## src/rtl/lcd_bus_receiver_pkg.sv

```systemverilog
// Shared types and HD44780 command decoding for the LCD bus receiver.
package lcd_pkg;

    typedef enum logic [1:0] {
        ST_MODE8 = 2'd0,
        ST_HI    = 2'd1,
        ST_LO    = 2'd2
    } rx_state_e;

    localparam logic [7:0] CMD_CLEAR        = 8'h01;
    localparam logic [7:0] CMD_HOME         = 8'h02;
    localparam logic [7:0] ENTRY_MASK       = 8'hFC;
    localparam logic [7:0] ENTRY_VAL        = 8'h04;
    localparam int         SETADDR_BIT      = 7;
    localparam logic [3:0] FSET_4BIT_NIBBLE = 4'h2;

    typedef struct packed {
        logic [6:0] addr;
        logic       inc;
    } addr_state_t;

    // Panel address-counter update for one accepted byte; 7-bit arithmetic wraps mod 128.
    function automatic addr_state_t next_addr(addr_state_t cur, logic [7:0] b, logic is_data);
        addr_state_t nxt;
        nxt = cur;
        if (is_data) begin
            nxt.addr = cur.inc ? cur.addr + 7'd1 : cur.addr - 7'd1;
        end else if (b == CMD_CLEAR) begin
            nxt.addr = 7'h00;
            nxt.inc  = 1'b1;
        end else if ((b & 8'hFE) == CMD_HOME) begin
            nxt.addr = 7'h00;
        end else if ((b & ENTRY_MASK) == ENTRY_VAL) begin
            nxt.inc = b[1];
        end else if (b[SETADDR_BIT]) begin
            nxt.addr = b[6:0];
        end
        return nxt;
    endfunction

endpackage

```

## src/rtl/lcd_bus_receiver_if.sv

```systemverilog
// Bus-side and monitor-side signals of the LCD bus receiver.
interface lcd_bus_receiver_if;
    import lcd_pkg::*;

    logic       lcd_rs;
    logic       lcd_rw;
    logic       lcd_e;
    logic [3:0] data;

    // byte_valid and pair_err are single-cycle pulses with no back-pressure:
    // a consumer must sample byte_out/byte_is_data in the cycle byte_valid is high.
    logic       byte_valid;
    logic [7:0] byte_out;
    logic       byte_is_data;
    logic       four_bit_mode;
    logic [6:0] ddram_addr;
    logic       pair_err;
    rx_state_e  state_dbg;

    modport master (
        output lcd_rs, lcd_rw, lcd_e, data,
        input  byte_valid, byte_out, byte_is_data, four_bit_mode, ddram_addr, pair_err, state_dbg
    );

    modport slave (
        input  lcd_rs, lcd_rw, lcd_e, data,
        output byte_valid, byte_out, byte_is_data, four_bit_mode, ddram_addr, pair_err, state_dbg
    );

endinterface

```

## src/rtl/lcd_strobe_detect.sv

```systemverilog
// Synchronizes the LCD bus and reports qualified E falling edges with the sampled bus.
module lcd_strobe_detect #(
    parameter int SYNC_STAGES = 2,
    parameter int E_MIN_HIGH  = 4
) (
    input  logic       clk,
    input  logic       rst,
    input  logic       rs_i,
    input  logic       rw_i,
    input  logic       e_i,
    input  logic [3:0] data_i,
    output logic       strobe_o,
    output logic       rs_o,
    output logic       rw_o,
    output logic [3:0] data_o
);

    localparam int CW = $clog2(E_MIN_HIGH + 1);
    localparam logic [CW-1:0] E_MAX = CW'(E_MIN_HIGH);

    // Bit order: {e, rw, rs, data[3:0]}
    logic [6:0]    sync_q [SYNC_STAGES];
    logic [CW-1:0] cnt_q;
    logic          e_prev_q;
    logic          strobe_q;
    logic          rs_q;
    logic          rw_q;
    logic [3:0]    data_q;
    logic [6:0]    s_bus;
    logic          e_s;

    assign s_bus = sync_q[SYNC_STAGES-1];
    assign e_s   = s_bus[6];

    always_ff @(posedge clk or posedge rst) begin
        if (rst) begin
            for (int i = 0; i < SYNC_STAGES; i++) sync_q[i] <= '0;
            cnt_q    <= '0;
            e_prev_q <= 1'b0;
            strobe_q <= 1'b0;
            rs_q     <= 1'b0;
            rw_q     <= 1'b0;
            data_q   <= 4'h0;
        end else begin
            sync_q[0] <= {e_i, rw_i, rs_i, data_i};
            for (int i = 1; i < SYNC_STAGES; i++) sync_q[i] <= sync_q[i-1];

            if (e_s) begin
                if (cnt_q != E_MAX) cnt_q <= cnt_q + 1'b1;
                rw_q   <= s_bus[5];
                rs_q   <= s_bus[4];
                data_q <= s_bus[3:0];
            end else begin
                cnt_q <= '0;
            end

            e_prev_q <= e_s;
            // cnt_q still holds the completed high time in the falling-edge cycle.
            strobe_q <= e_prev_q && !e_s && (cnt_q == E_MAX);
        end
    end

    assign strobe_o = strobe_q;
    assign rs_o     = rs_q;
    assign rw_o     = rw_q;
    assign data_o   = data_q;

endmodule

```

## src/rtl/lcd_bus_receiver.sv

```systemverilog
// Reassembles HD44780 4-bit bus traffic into bytes and tracks the panel DDRAM address.
module lcd_bus_receiver
    import lcd_pkg::*;
#(
    parameter int SYNC_STAGES = 2,
    parameter int E_MIN_HIGH  = 4
) (
    input  logic               clk,
    input  logic               rst,
    lcd_bus_receiver_if.slave  bus
);

    logic        strobe;
    logic        s_rs;
    logic        s_rw;
    logic [3:0]  s_data;

    rx_state_e   state_q;
    logic        byte_valid_q;
    logic [7:0]  byte_out_q;
    logic        byte_is_data_q;
    logic        four_bit_q;
    logic        pair_err_q;
    logic [3:0]  hi_q;
    logic        hi_rs_q;
    addr_state_t as_q;
    addr_state_t as_mode8_d;
    addr_state_t as_lo_d;

    lcd_strobe_detect #(
        .SYNC_STAGES (SYNC_STAGES),
        .E_MIN_HIGH  (E_MIN_HIGH)
    ) u_strobe (
        .clk      (clk),
        .rst      (rst),
        .rs_i     (bus.lcd_rs),
        .rw_i     (bus.lcd_rw),
        .e_i      (bus.lcd_e),
        .data_i   (bus.data),
        .strobe_o (strobe),
        .rs_o     (s_rs),
        .rw_o     (s_rw),
        .data_o   (s_data)
    );

    always_comb begin
        as_mode8_d = next_addr(as_q, {s_data, 4'h0}, 1'b0);
        as_lo_d    = next_addr(as_q, {hi_q, s_data}, hi_rs_q);
    end

    always_ff @(posedge clk or posedge rst) begin
        if (rst) begin
            state_q        <= ST_MODE8;
            byte_valid_q   <= 1'b0;
            byte_out_q     <= 8'h00;
            byte_is_data_q <= 1'b0;
            four_bit_q     <= 1'b0;
            pair_err_q     <= 1'b0;
            hi_q           <= 4'h0;
            hi_rs_q        <= 1'b0;
            as_q           <= '{addr: 7'h00, inc: 1'b1};
        end else begin
            byte_valid_q <= 1'b0;
            pair_err_q   <= 1'b0;
            // Read strobes never touch the receiver state.
            if (strobe && !s_rw) begin
                case (state_q)
                    ST_MODE8: begin
                        byte_out_q     <= {s_data, 4'h0};
                        byte_is_data_q <= 1'b0;
                        byte_valid_q   <= 1'b1;
                        as_q           <= as_mode8_d;
                        if (s_data == FSET_4BIT_NIBBLE) begin
                            four_bit_q <= 1'b1;
                            state_q    <= ST_HI;
                        end
                    end
                    ST_HI: begin
                        hi_q    <= s_data;
                        hi_rs_q <= s_rs;
                        state_q <= ST_LO;
                    end
                    ST_LO: begin
                        state_q <= ST_HI;
                        if (s_rs != hi_rs_q) begin
                            pair_err_q <= 1'b1;
                        end else begin
                            byte_out_q     <= {hi_q, s_data};
                            byte_is_data_q <= hi_rs_q;
                            byte_valid_q   <= 1'b1;
                            as_q           <= as_lo_d;
                        end
                    end
                    default: state_q <= ST_MODE8;
                endcase
            end
        end
    end

    assign bus.byte_valid    = byte_valid_q;
    assign bus.byte_out      = byte_out_q;
    assign bus.byte_is_data  = byte_is_data_q;
    assign bus.four_bit_mode = four_bit_q;
    assign bus.ddram_addr    = as_q.addr;
    assign bus.pair_err      = pair_err_q;
    assign bus.state_dbg     = state_q;

endmodule
```

## src/flat_wrapper.sv

```systemverilog
// flat-port wrapper written by rule: the top's interface ports become plain ports
module lcd_bus_receiver_flat import lcd_pkg::*;
#(
    parameter int SYNC_STAGES = 2,
    parameter int E_MIN_HIGH  = 4
)
  (clk, rst, bus_lcd_rs, bus_lcd_rw, bus_lcd_e, bus_data, bus_byte_valid, bus_byte_out, bus_byte_is_data, bus_four_bit_mode, bus_ddram_addr, bus_pair_err, bus_state_dbg);
  lcd_bus_receiver_if bus_i ();
  input  logic clk;
  input  logic rst;
  input wire logic [$bits(bus_i.lcd_rs)-1:0] bus_lcd_rs;
  input wire logic [$bits(bus_i.lcd_rw)-1:0] bus_lcd_rw;
  input wire logic [$bits(bus_i.lcd_e)-1:0] bus_lcd_e;
  input wire logic [$bits(bus_i.data)-1:0] bus_data;
  output wire logic [$bits(bus_i.byte_valid)-1:0] bus_byte_valid;
  output wire logic [$bits(bus_i.byte_out)-1:0] bus_byte_out;
  output wire logic [$bits(bus_i.byte_is_data)-1:0] bus_byte_is_data;
  output wire logic [$bits(bus_i.four_bit_mode)-1:0] bus_four_bit_mode;
  output wire logic [$bits(bus_i.ddram_addr)-1:0] bus_ddram_addr;
  output wire logic [$bits(bus_i.pair_err)-1:0] bus_pair_err;
  output wire logic [$bits(bus_i.state_dbg)-1:0] bus_state_dbg;
  assign bus_i.lcd_rs = bus_lcd_rs;
  assign bus_i.lcd_rw = bus_lcd_rw;
  assign bus_i.lcd_e = bus_lcd_e;
  assign bus_i.data = bus_data;
  assign bus_byte_valid = bus_i.byte_valid;
  assign bus_byte_out = bus_i.byte_out;
  assign bus_byte_is_data = bus_i.byte_is_data;
  assign bus_four_bit_mode = bus_i.four_bit_mode;
  assign bus_ddram_addr = bus_i.ddram_addr;
  assign bus_pair_err = bus_i.pair_err;
  assign bus_state_dbg = bus_i.state_dbg;
  lcd_bus_receiver #(.SYNC_STAGES(SYNC_STAGES), .E_MIN_HIGH(E_MIN_HIGH)) u_core (.clk(clk), .rst(rst), .bus(bus_i));
endmodule
```

## config.mk

```make
export PLATFORM = sky130hd
export DESIGN_NAME = lcd_bus_receiver_flat
export DESIGN_NICKNAME = d
export VERILOG_FILES = /design/src/rtl/lcd_bus_receiver_pkg.sv /design/src/rtl/lcd_bus_receiver_if.sv /design/src/rtl/lcd_strobe_detect.sv /design/src/rtl/lcd_bus_receiver.sv /design/src/flat_wrapper.sv
export SDC_FILE = /design/constraint.sdc
export NUM_CORES = 1
export LEC_CHECK = 0
export CORE_UTILIZATION = 56
export CTS_CLUSTER_DIAMETER = 150
export DETAILED_ROUTE_END_ITERATION = 8
export DONT_BUFFER_PORTS = 1
export PLACE_DENSITY = 0.76
export SETUP_SLACK_MARGIN = 0.1
export SLEW_MARGIN = 10
export SYNTH_ARGS = -nofsm -noshare
export SYNTH_HDL_FRONTEND = slang
export SYNTH_SLANG_ARGS = --single-unit
```

## constraint.sdc

```tcl
create_clock -name clk -period 1.8 [get_ports clk]
set_input_delay 0.18 -clock clk [delete_from_list [all_inputs] [get_ports clk]]
set_output_delay 0.18 -clock clk [all_outputs]
set_load 0.02 [all_outputs]
```

# Word level (Yosys, flattened, before mapping)
# Index checks and enable logic that the tools add are counted.
[word_totals] ramBits=0 reg_bits=52 latchBits=0 mem_count=0 input_bits=9 wordCells=80 output_inout_bits=21 mem_bits_ro=0
[op_classes] n_mux=26 addsub=3 bitwise=3 n_reduce_logical=14 shifts=0 eq_ne=16 multipliers=0 div=0 magnitude_cmp=0
[op_table] cell="$mux 7" count=6
[op_table] cell="$pmux 8 s2" count=2
[op_table] cell="$mux 8" count=3
[op_table] cell="$mux 1" count=9
[op_table] cell="$eq 8x1->1 const B" count=1
[op_table] cell="$add 7x1->7 const B" count=1
[op_table] cell="$eq 7x1->1 const B" count=1
[op_table] cell="$reduce_and 7->1" count=1
[op_table] cell="$sub 7x1->7 const B" count=1
[op_table] cell="$eq 6x1->1 const B" count=1
[op_table] cell="$mux 3" count=2
[op_table] cell="$ne 2x1->1 const B" count=3
[op_table] cell="$pmux 2 s3" count=1
[op_table] cell="$reduce_and 3->1" count=2
[op_table] cell="$reduce_and 6->1" count=1
[op_table] cell="$ne 5x1->1 const B" count=1
[op_table] cell="$ne 5x2->1 const B" count=1
[op_table] cell="$eq 4x2->1 const B" count=1
[op_table] cell="$ne 2x2->1 const B" count=2
[op_table] cell="$pmux 1 s2" count=2
[op_table] cell="$reduce_and 2->1" count=2
[op_table] cell="$reduce_bool 2->1" count=2
[op_table] cell="$add 3x1->3 const B" count=1
[op_table] cell="$eq 3x3->1 const B" count=1
[op_table] cell="other kinds (9)" count=14

# Logic depth before layout (Yosys ltp)
# Gate-level depths: netlist of the first run.
[logic_depth] ltp_word=7 mapped_depth=7 depth_no_buf=7

# By module
# A second synthesis of the first run with hierarchy kept.
[hier_totals] hier_cells=206 hier_area_um2=2353.5
[by_module_without_submodules] mod="lcd_bus_receiver" n_inst=1 area_per_inst_um2=1531.5 seq_area_each_um2=676.9 cells_each=158
[by_module_without_submodules] mod="lcd_strobe_detect" n_inst=1 area_per_inst_um2=822.0 seq_area_each_um2=625.6 cells_each=48

# Worst setup path before layout of the first run
# OpenSTA, ideal clock, no wires.
[synth_path] path_kind="register to register" start="reg u_core.state_q[0] (netlist: u_core.bus.state_dbg[0])" end="reg u_core.as_q, in the netlist u_core.bus.ddram_addr[6]" path_buffers=1 t_required_ns=1.676 synth_period_minus_slack_ns=1.845 setup_slack_ns=-0.045 setup_time_ns=0.124 path_stages_with_launch=7 arrival_ns=1.721 path_cell_list="dfrtp_1 > or3b_4 > a21o_4 > a311o_1 > buf_6 > mux2i_1 > o21ai_1"
[synth_via] elab_chain_len=3 word_cells_on_any_way=9 cone_classes="eq/ne (5); mux (1); reduce/logical (3)"
[synth_rtl] element="from (decl)" line="lcd_bus_receiver.sv:18" rtl="rx_state_e state_q;"
[synth_rtl] element="from (signal assigned)" line="lcd_bus_receiver.sv:53" rtl="state_q <= ST_MODE8;"
[synth_rtl] element="from (signal assigned)" line="lcd_bus_receiver.sv:75" rtl="state_q <= ST_HI;"
[synth_rtl] element="from (signal assigned)" line="lcd_bus_receiver.sv:81" rtl="state_q <= ST_LO;"
[synth_rtl] element="$eq 2x2->1 / $logic_not 2->1 (equally long branches)" line="lcd_bus_receiver.sv:67" rtl="case (state_q)"
[synth_rtl] element="$ne 5x1->1 (no source line) (tied with other cells)"
[synth_rtl] element="$reduce_and 6->1 (no source line)"
[synth_rtl] element="to (signal assigned)" line="lcd_bus_receiver.sv:61" rtl="as_q <= '{addr: 7'h00, inc: 1'b1};"
[synth_rtl] element="to (signal assigned)" line="lcd_bus_receiver.sv:72" rtl="as_q <= as_mode8_d;"
[synth_rtl] element="to (signal assigned)" line="lcd_bus_receiver.sv:91" rtl="as_q <= as_lo_d;"
[synth_rtl] element="to (decl)" line="lcd_bus_receiver.sv:26" rtl="addr_state_t as_q;"
# Several ways; a longest one is shown, not always the timed one. The select of a mux whose other input is x is not followed.
# A chain may end at the register's enable or synchronous reset.

# Final worst setup path of the first run
[layout_path] start="reg u_core.as_q[0] (netlist name)" end="reg u_core.as_q, in the netlist u_core.bus.ddram_addr[5]"
[layout_via] elab_chain_len=4
[layout_rtl] element="$mux 7" line="lcd_bus_receiver_pkg.sv:27" rtl="nxt.addr = cur.inc ? cur.addr + 7'd1 : cur.addr - 7'd1;"
[layout_rtl] element="$mux 7" line="lcd_bus_receiver_pkg.sv:26" rtl="if (is_data) begin"
[layout_rtl] element="$mux 8" line="lcd_bus_receiver.sv:85" rtl="if (s_rs != hi_rs_q) begin"
[layout_rtl] element="$pmux 8 s2" line="lcd_bus_receiver.sv:67"
# No other way between the ends. The select of a mux whose other input is x is not followed.

==> qor.yml, run 1 <==
timing:
  tightest_slew_ns: 0.747
  final_min_period_over_clock_period_pct: 103
  fmaxAchievable_mhz: 538
  finClkSkew_ns: 0.0134
  rsz0062_at_grt: "yes"
  finalMaxSlewViolations: 0
  max_slew_margin_vs_limit_pct: 50.2
  hold_viol_final: 0
  setup_viol: 2
  totalNegativeSetupSlack_ns: -0.0704
  post-route-min-period_ns: 1.86
  post-route-worst-setup-slack_ns: -0.0591
synth:
  yosys_register_bits: 52
  yosysWarningCount: 0
  synth_seq_area_share_pct: 56.1
  syn_inst: 204
  synth.lib_cells_used.distinct: 41
  netlist_area_um2: 2320
  synth-async-reset-ratio_pct: 100
  postSynthAreaPerCell_um2: 11.4
  synth_top_area_share_pct: 54.9
  synthDominantAreaCellType: "sky130_fd_sc_hd__dfrtp_1"
  synth_ff_type: "sky130_fd_sc_hd__dfrtp_1"
  edff_count_synth: 0
  post_synth_main_area_contributors: "sky130_fd_sc_hd__dfrtp_1, sky130_fd_sc_hd__mux2_2, sky130_fd_sc_hd__ha_1"
  yosysMostFrequentCell: "sky130_fd_sc_hd__dfrtp_1"
  synthesis.nets: 221
  yosys-top-cells-count: "sky130_fd_sc_hd__dfrtp_1, sky130_fd_sc_hd__nand2_1, sky130_fd_sc_hd__o21ai_0"
hold_path:
  timing.hold.worst.class: "flop to flop"
cells_and_area:
  layout.core_utilization_pct: 73.1
  fin_nets: 259
  num_antenna_cells: 0
  layout-drive-gt1-share_pct: 33.7
  count_of_filler_cells_inserted_in_the_layout: 264
  synthToLayoutAreaGrowth_pct: 25.9
run_status:
  status: "finished with violations"
  violations_in_the_final_reports: "setup timing"
placement:
  dp_worst_setup_slack_ns: -0.103
  place_hpwl_um: 3420
  portBuffers: 0
  gpl.final_weighted_congestion: 0.901
route:
  finalWirelength_um: 5070
  vias_per_cell: 5.67
  firstDrtPassIters: 4
  ant_nets: 0
  drc: 0
  num_vias: 1660
  post_drt_wl_per_cell_um: 17.3
  detailedRoute.firstIterationViolations: 92
critical_path:
  cp_data_arrival_time_ns: 2.06
  cp_max_fo: 4
  slowest_delay_ns: 0.58
  startpoint_type: "flop"
  cp_slowest_cell: "sky130_fd_sc_hd__dfstp_2"
  worstPathRequired_ns: 2.00
  path_buf_inv: 2
  setup.worst_path.end_class: "flop"
  crit_path_cell_trace: "inv_4, ha_4, buf_4, o21ai_0, o21bai_1, a21oi_1, xor2_1, o21ai_1"
  timing.critical_path.max_delay_family: "compound AO/OA/AOI/OAI gates"
  criticalPathCategory: "flop to flop"
power:
  power.leakage_nw: 1.36
  ir_worst_vdd_mv: 0.771
  pwr_density_cell_nw_per_um2: 773
floorplan:
  die_width_um: 66.4
  floorplan.io_pins: 30
  rows: 23
  total_die_area_um2: 4410
  initial_utilization_pct: 58.1
  placeableCoreArea_um2: 4000
  floorplan.die.height_um: 66.4
clock_network:
  cts_max_path_bufs: 2
  tritoncts: "built"
  clk-insertion-delay-late_ns: 0.31
  clock_sink_count: 52
  ctsRootBufferMaster: "sky130_fd_sc_hd__clkbuf_8"
  cts-buffers-inserted: 5
  cts_max_level: 2
  clock_pin_slew_worst_setup_and_hold_paths_ns: 0.10
grt:
  grt_max_degree: 38
  grt.total_usage_pct: 24.4
  first_global_vias: 1689
  grt_overflow: 0
  grt_antenna_before_repair: 0
  grt_first_pass_wirelength_um: 7790
run:
  drv.max_cap_violation_count: 0
-- where the power goes --
group | total, mW | internal [mW] | switching [mW]
logic | 0.270 | 0.127 | 0.143
clock network | 0.680 | 0.313 | 0.367
registers | 1.31 | 1.23 | 0.0796
total | 2.26 | 1.67 | 0.590
-- stage by stage --
step / cells / instance area, um2 / hold WS, ns / total power, mW
after CTS: 292 / 2820 / 0.355 / 2.25
after global placement: 272 / 2560 / 0.211 / 1.53
final: 293 / 2930 / 0.353 / 2.26
after global routing: 293 / 2930 / 0.360 / 2.35
after floorplan: 204 / 2330 / 0.211 / 1.47
after detailed placement: 272 / 2560 / 0.211 / 1.56
-- state kept, by name, summed over array words and instances (netlist names), 2 cells and up --
name,cells
u_core.u_strobe.data_o,4
u_core.bus.state_dbg,2
u_core.bus.ddram_addr,7
u_core.u_strobe.sync_q,7
u_core.hi_q,4
u_core.bus.byte_out,8
u_core.u_strobe.s_bus,7
u_core.u_strobe.cnt_q,3
-- path summary, 6_finish.rpt --
check | depth (start not counted) | startpoint | endpoint | slack, ns
max | 8 | u_core.as_q[0] | u_core.bus.ddram_addr[5] | -0.06
min | 0 | u_core.u_strobe.sync_q[12] | u_core.u_strobe.s_bus[5] | 0.35
max reg2reg | 8 | u_core.as_q[0] | u_core.bus.ddram_addr[5] | -0.06
min reg2reg | 0 | u_core.u_strobe.sync_q[12] | u_core.u_strobe.s_bus[5] | 0.35
max in group asynchronous | 3 | rst | u_core.hi_q[2] | 0.69
min in group asynchronous | 2 | rst | u_core.hi_q[3] | 0.46
-- metal layers --
| layer | GRT usage (%) | part of all wire (%) |
|---|---|---|
| met5 | 0 | 0 |
| met3 | 5.86 | 3.8 |
| met2 | 43.1 | 55 |
| met1 | 28.3 | 38 |
| met4 | 9.31 | 3.1 |
-- logic make-up after synthesis --
group	count (synthesis)	synth area share, %
compound gates	42	12.5
flops	52	56.1
fa+ha+maj	8	4.63
buf+inv	21	3.72
mux	18	8.29
simple gates	57	12.5
xor+xnor	6	2.26
-- layout by cell type, fill, tap and decap left out, drive strengths merged, types with 3 or more instances in the layout --
| master | instances |
|---|---|
| dfrtp | 51 |
| buf | 34 |
| nand2 | 23 |
| o21ai | 17 |
| mux2 | 10 |
| inv | 10 |
| mux2i | 8 |
| dlygate4sd3 | 8 |
| nor2 | 8 |
| clkbuf | 7 |
| ha | 7 |
| nand3 | 5 |
| nand2b | 5 |
| xor2 | 4 |
| a21oi | 4 |
| nor2b | 4 |
| o31ai | 3 |
| nor3b | 3 |
| nor3 | 3 |
| a211oi | 3 |
-- layout make-up --
class	instances	area (um2)	share of cell area (%)
clock buffers	7	86.3	2.95
well taps	50	62.6	2.14
flip-flops and latches	52	1310	44.6
clock inverters	1	7.51	0.257
repair buffers	42	343	11.7
inverters	10	40.0	1.37
multi-input cells	131	1080	37.0
-- what timing repair did --
action | 4_1_cts | 5_1_grt
buffers inserted | 4 | 1
resized for setup | 15 | 17
hold buffers | 8 | 0
hold endpoints to repair | 41 | 0
setup endpoints to repair | 7 | 12
pin swaps | 8 | 11
Note: power is estimated with default switching activity, not from simulation.
==> run 2, diff against run 1 <==
--- a/config.mk
+++ b/config.mk
@@ -5,11 +5,14 @@
 export SDC_FILE = /design/constraint.sdc
 export NUM_CORES = 1
 export LEC_CHECK = 0
-export CORE_UTILIZATION = 56
+export ABC_AREA = 1
+export CELL_PAD_IN_SITES_DETAIL_PLACEMENT = 0
+export CELL_PAD_IN_SITES_GLOBAL_PLACEMENT = 1
+export CORE_UTILIZATION = 42
 export CTS_CLUSTER_DIAMETER = 150
 export DETAILED_ROUTE_END_ITERATION = 8
 export DONT_BUFFER_PORTS = 1
-export PLACE_DENSITY = 0.76
+export PLACE_DENSITY = 0.75
 export SETUP_SLACK_MARGIN = 0.1
 export SLEW_MARGIN = 10
 export SYNTH_ARGS = -nofsm -noshare
==> run 2 against run 1 <==
  * The run now ends clean
  * Sequential power rose by 3%
  * Clock skew fell by 0.0058 ns
  * Sequential share of layout area rose by 2.7 points
  * Clock power down 0.7%
  * Hold slack worse by 0.00051 ns
  * Maximum frequency increased by 13%
==> qor.yml, run 2 <==
critical_path:
  setup_slack_of_the_worst_register_to_register_path_ns: 0.15  # +0.21 ns
  startpoint_type: "flop"
  cp_data_arrival_time_ns: 1.85  # -0.21 ns
  timing.critical_path.mode_cell: "sky130_fd_sc_hd__nor2_1"
  path_buf_inv: 1  # -1
  regToRegStartpoint: "u_core.as_q[0]"
  timing.critical_path.from: "u_core.as_q[0]"
  setup.worst_path.end_class: "flop"
  timing.critical_path.max_delay_family: "simple AND/OR/NAND/NOR gates"
  cp_slowest_cell: "sky130_fd_sc_hd__dfstp_2"
  criticalPathCategory: "flop to flop"
  crit_path_cell_trace: "inv_4, ha_4, or2_2, nand3_2, nand3_1, nand2_1, nor2_1, nor2_1, nor2_1"
  cp_max_fo: 5  # +1
  slowest_delay_ns: 0.57  # about the same
  worstPathRequired_ns: 2.00  # about the same
route:
  detailedRoute.firstIterationViolations: 78  # -15%
  num_vias: 1728  # +4.1%
  ant_nets: 0  # unchanged
  finalWirelength_um: 4730  # -6.8%
  firstDrtPassIters: 4  # unchanged
  vias_per_cell: 4.80  # -15%
  drc: 0  # unchanged
  post_drt_wl_per_cell_um: 13.1  # -24%
cells_and_area:
  most_common_cell_after_layout_fill_and_taps_aside: "sky130_fd_sc_hd__nand2_1"
  num_antenna_cells: 0  # unchanged
  finalNonFillerCells: 360  # +23%
  synthToLayoutAreaGrowth_pct: 17.1
  largest_reg_flops: 8  # unchanged
  final_cell_mix: "sky130_fd_sc_hd__nand2_1, sky130_fd_sc_hd__dfrtp_1, sky130_fd_sc_hd__inv_1"
  fin_nets: 306  # +18%
  layout-drive-gt1-share_pct: 16.6  # -17 points
synth:
  edff_count_synth: 0  # unchanged
  synth.lib_cells_used.distinct: 28  # -32%
  synth-compound-area-share_pct: 9.79  # -2.7 points
  synth_seq_area_share_pct: 55.4  # -0.69 points
  post_synth_main_area_contributors: "sky130_fd_sc_hd__dfrtp_1, sky130_fd_sc_hd__nand2_1, sky130_fd_sc_hd__o21ai_0"
  yosys_register_bits: 52  # unchanged
  synth_top_area_share_pct: 54.3  # -0.67 points
  synth-async-reset-ratio_pct: 100  # unchanged
  synth_ff_type: "sky130_fd_sc_hd__dfrtp_1"
  post_synth_mux_area_share_pct: 0  # -8.3 points
  yosysMostFrequentCell: "sky130_fd_sc_hd__nand2_1"
  syn_inst: 267  # +31%
  synth_adder_area_share_pct: 4.57  # -0.057 points
  main_combinational_cell_family_by_area_after_synthesis: "simple AND/OR/NAND/NOR gates"
  synthXorXnorAreaFrac_pct: 0.372  # -1.9 points
  synthesis.nets: 284  # +29%
  synthDominantAreaCellType: "sky130_fd_sc_hd__dfrtp_1"
  yosysWarningCount: 0  # unchanged
  postSynthAreaPerCell_um2: 8.81  # -23%
  netlist_area_um2: 2350  # +1.2%
  synthSimpleGateAreaFrac_pct: 23.8  # +11 points
  yosys-top-cells-count: "sky130_fd_sc_hd__nand2_1, sky130_fd_sc_hd__dfrtp_1, sky130_fd_sc_hd__inv_1"
grt:
  grt_overflow: 0  # unchanged
  first_global_vias: 1702  # +0.77%
  grt_antenna_before_repair: 0  # unchanged
  grt.total_usage_pct: 17.7  # -6.7 points
  grt_max_degree: 32  # -16%
  grt_first_pass_wirelength_um: 8040  # +3.2%
floorplan:
  total_die_area_um2: 5900  # +34%
  floorplan.io_pins: 30  # unchanged
  initial_utilization_pct: 44.9  # -13 points
  die_width_um: 76.8  # +16%
  placeableCoreArea_um2: 5240  # +31%
  rows: 26  # +13%
  floorplan.die.height_um: 76.8  # +16%
timing:
  finalMaxSlewViolations: 0  # unchanged
  post-route-min-period_ns: 1.65  # -0.212 ns
  whs_ns: 0.353  # -0.000510 ns
  fmaxAchievable_mhz: 607  # +13%
  final_min_period_over_clock_period_pct: 91.5  # -12 points
  finClkSkew_ns: 0.00762  # -0.00580 ns
  setup_viol: 0  # -2
  tightest_slew_ns: 0.515  # -0.231 ns
  totalNegativeSetupSlack_ns: 0  # +0.0704 ns
  max_slew_margin_vs_limit_pct: 65.6  # +15 points
  rsz0062_at_grt: "yes"
  hold_viol_final: 0  # unchanged
clock_network:
  ctsRootBufferMaster: "sky130_fd_sc_hd__clkbuf_8"
  clock_pin_slew_worst_setup_and_hold_paths_ns: 0.09  # about the same
  cts_max_level: 2  # unchanged
  tritoncts: "built"
  clk-insertion-delay-late_ns: 0.30  # about the same
  cts-buffers-inserted: 5  # unchanged
  clock_sink_count: 52  # unchanged
  cts_max_path_bufs: 2  # unchanged
power:
  power.leakage_nw: 1.33  # -2.7%
  ir_worst_vdd_mv: 0.508  # -34%
  pwr_density_cell_nw_per_um2: 810  # +4.8%
run_status:
  status: "finished, final reports clean"
placement:
  place.detailed.instances: 343  # +26%
  portBuffers: 0  # unchanged
  place_hpwl_um: 3430  # +0.24%
  gpl.final_weighted_congestion: 0.830  # -7.9%
hold_path:
  min-delay-start: "u_core.u_strobe.sync_q[8]"
  timing.hold.worst.class: "flop to flop"
run:
  drv.max_cap_violation_count: 0  # unchanged
-- run 2: what timing repair did --
item                                    4_1_cts  5_1_grt
endpoints found under the setup margin        4        4
pin swaps                                     0        4
hold buffers                                  8        0
buffers inserted                              0        1
gates cloned                                  0        0
hold endpoints to repair                     27        0
gates resized for setup                       1       11
-- run 2: through the flow --
step / utilization, % / worst slack (ns) / power [mW] / instance area, um2
after floorplan: - / 0.103 / 1.50 / 2350
after global placement: 47.9 / 0.0999 / 1.55 / 2510
after detailed placement: 47.9 / 0.0574 / 1.56 / 2510
after CTS: 51.2 / 0.0885 / 2.26 / 2680
after global routing: 52.6 / 0.0344 / 2.36 / 2760
final: 52.6 / 0.153 / 2.23 / 2760
-- run 2: final timing paths --
| path | to | cells past startpoint |
|---|---|---|
| max | u_core.bus.ddram_addr[5] | 9 |
| max reg2reg | u_core.bus.ddram_addr[5] | 9 |
| min | u_core.u_strobe.s_bus[1] | 0 |
| min reg2reg | u_core.u_strobe.s_bus[1] | 0 |
| min in group asynchronous | u_core.bus.byte_out[4] | 2 |
| max in group asynchronous | u_core.u_strobe.s_bus[4] | 3 |
-- run 2: metal layers --
layer	global-route usage, %	up-vias	wire length, um
met3	4.17	7	156
met1	21.2	797	2140
met5	0	-	0
met4	6.35	0	63
met2	30.9	30	2370
li1	-	894	-
-- run 2: cells by family (layout without fill, tap and decap cells) --
kind of cell             count (synthesis)  count (layout)
flip-flops                              52              52
AO/OA/AOI/OAI                           43              43
AND/OR/NAND/NOR                        126             126
buffers and inverters                   37              60
XOR/XNOR                                 1               1
adder cells (fa/ha/maj)                  8               8
-- run 2: report_power, final --
group	switching, mW	internal [mW]	total [mW]
Combinational	0.126	0.0839	0.210
Sequential	0.105	1.24	1.35
Clock	0.363	0.313	0.675
Total	0.594	1.64	2.23
-- run 2: layout make-up --
cell class	instances	area (um2)
Fill cell	515	2480
Sequential cell	52	1300
Multi-Input combinational cell	178	967
Timing Repair Buffer	19	175
Inverter	33	129
Tap cell	70	87.6
Clock buffer	7	86.3
Clock inverter	1	7.51
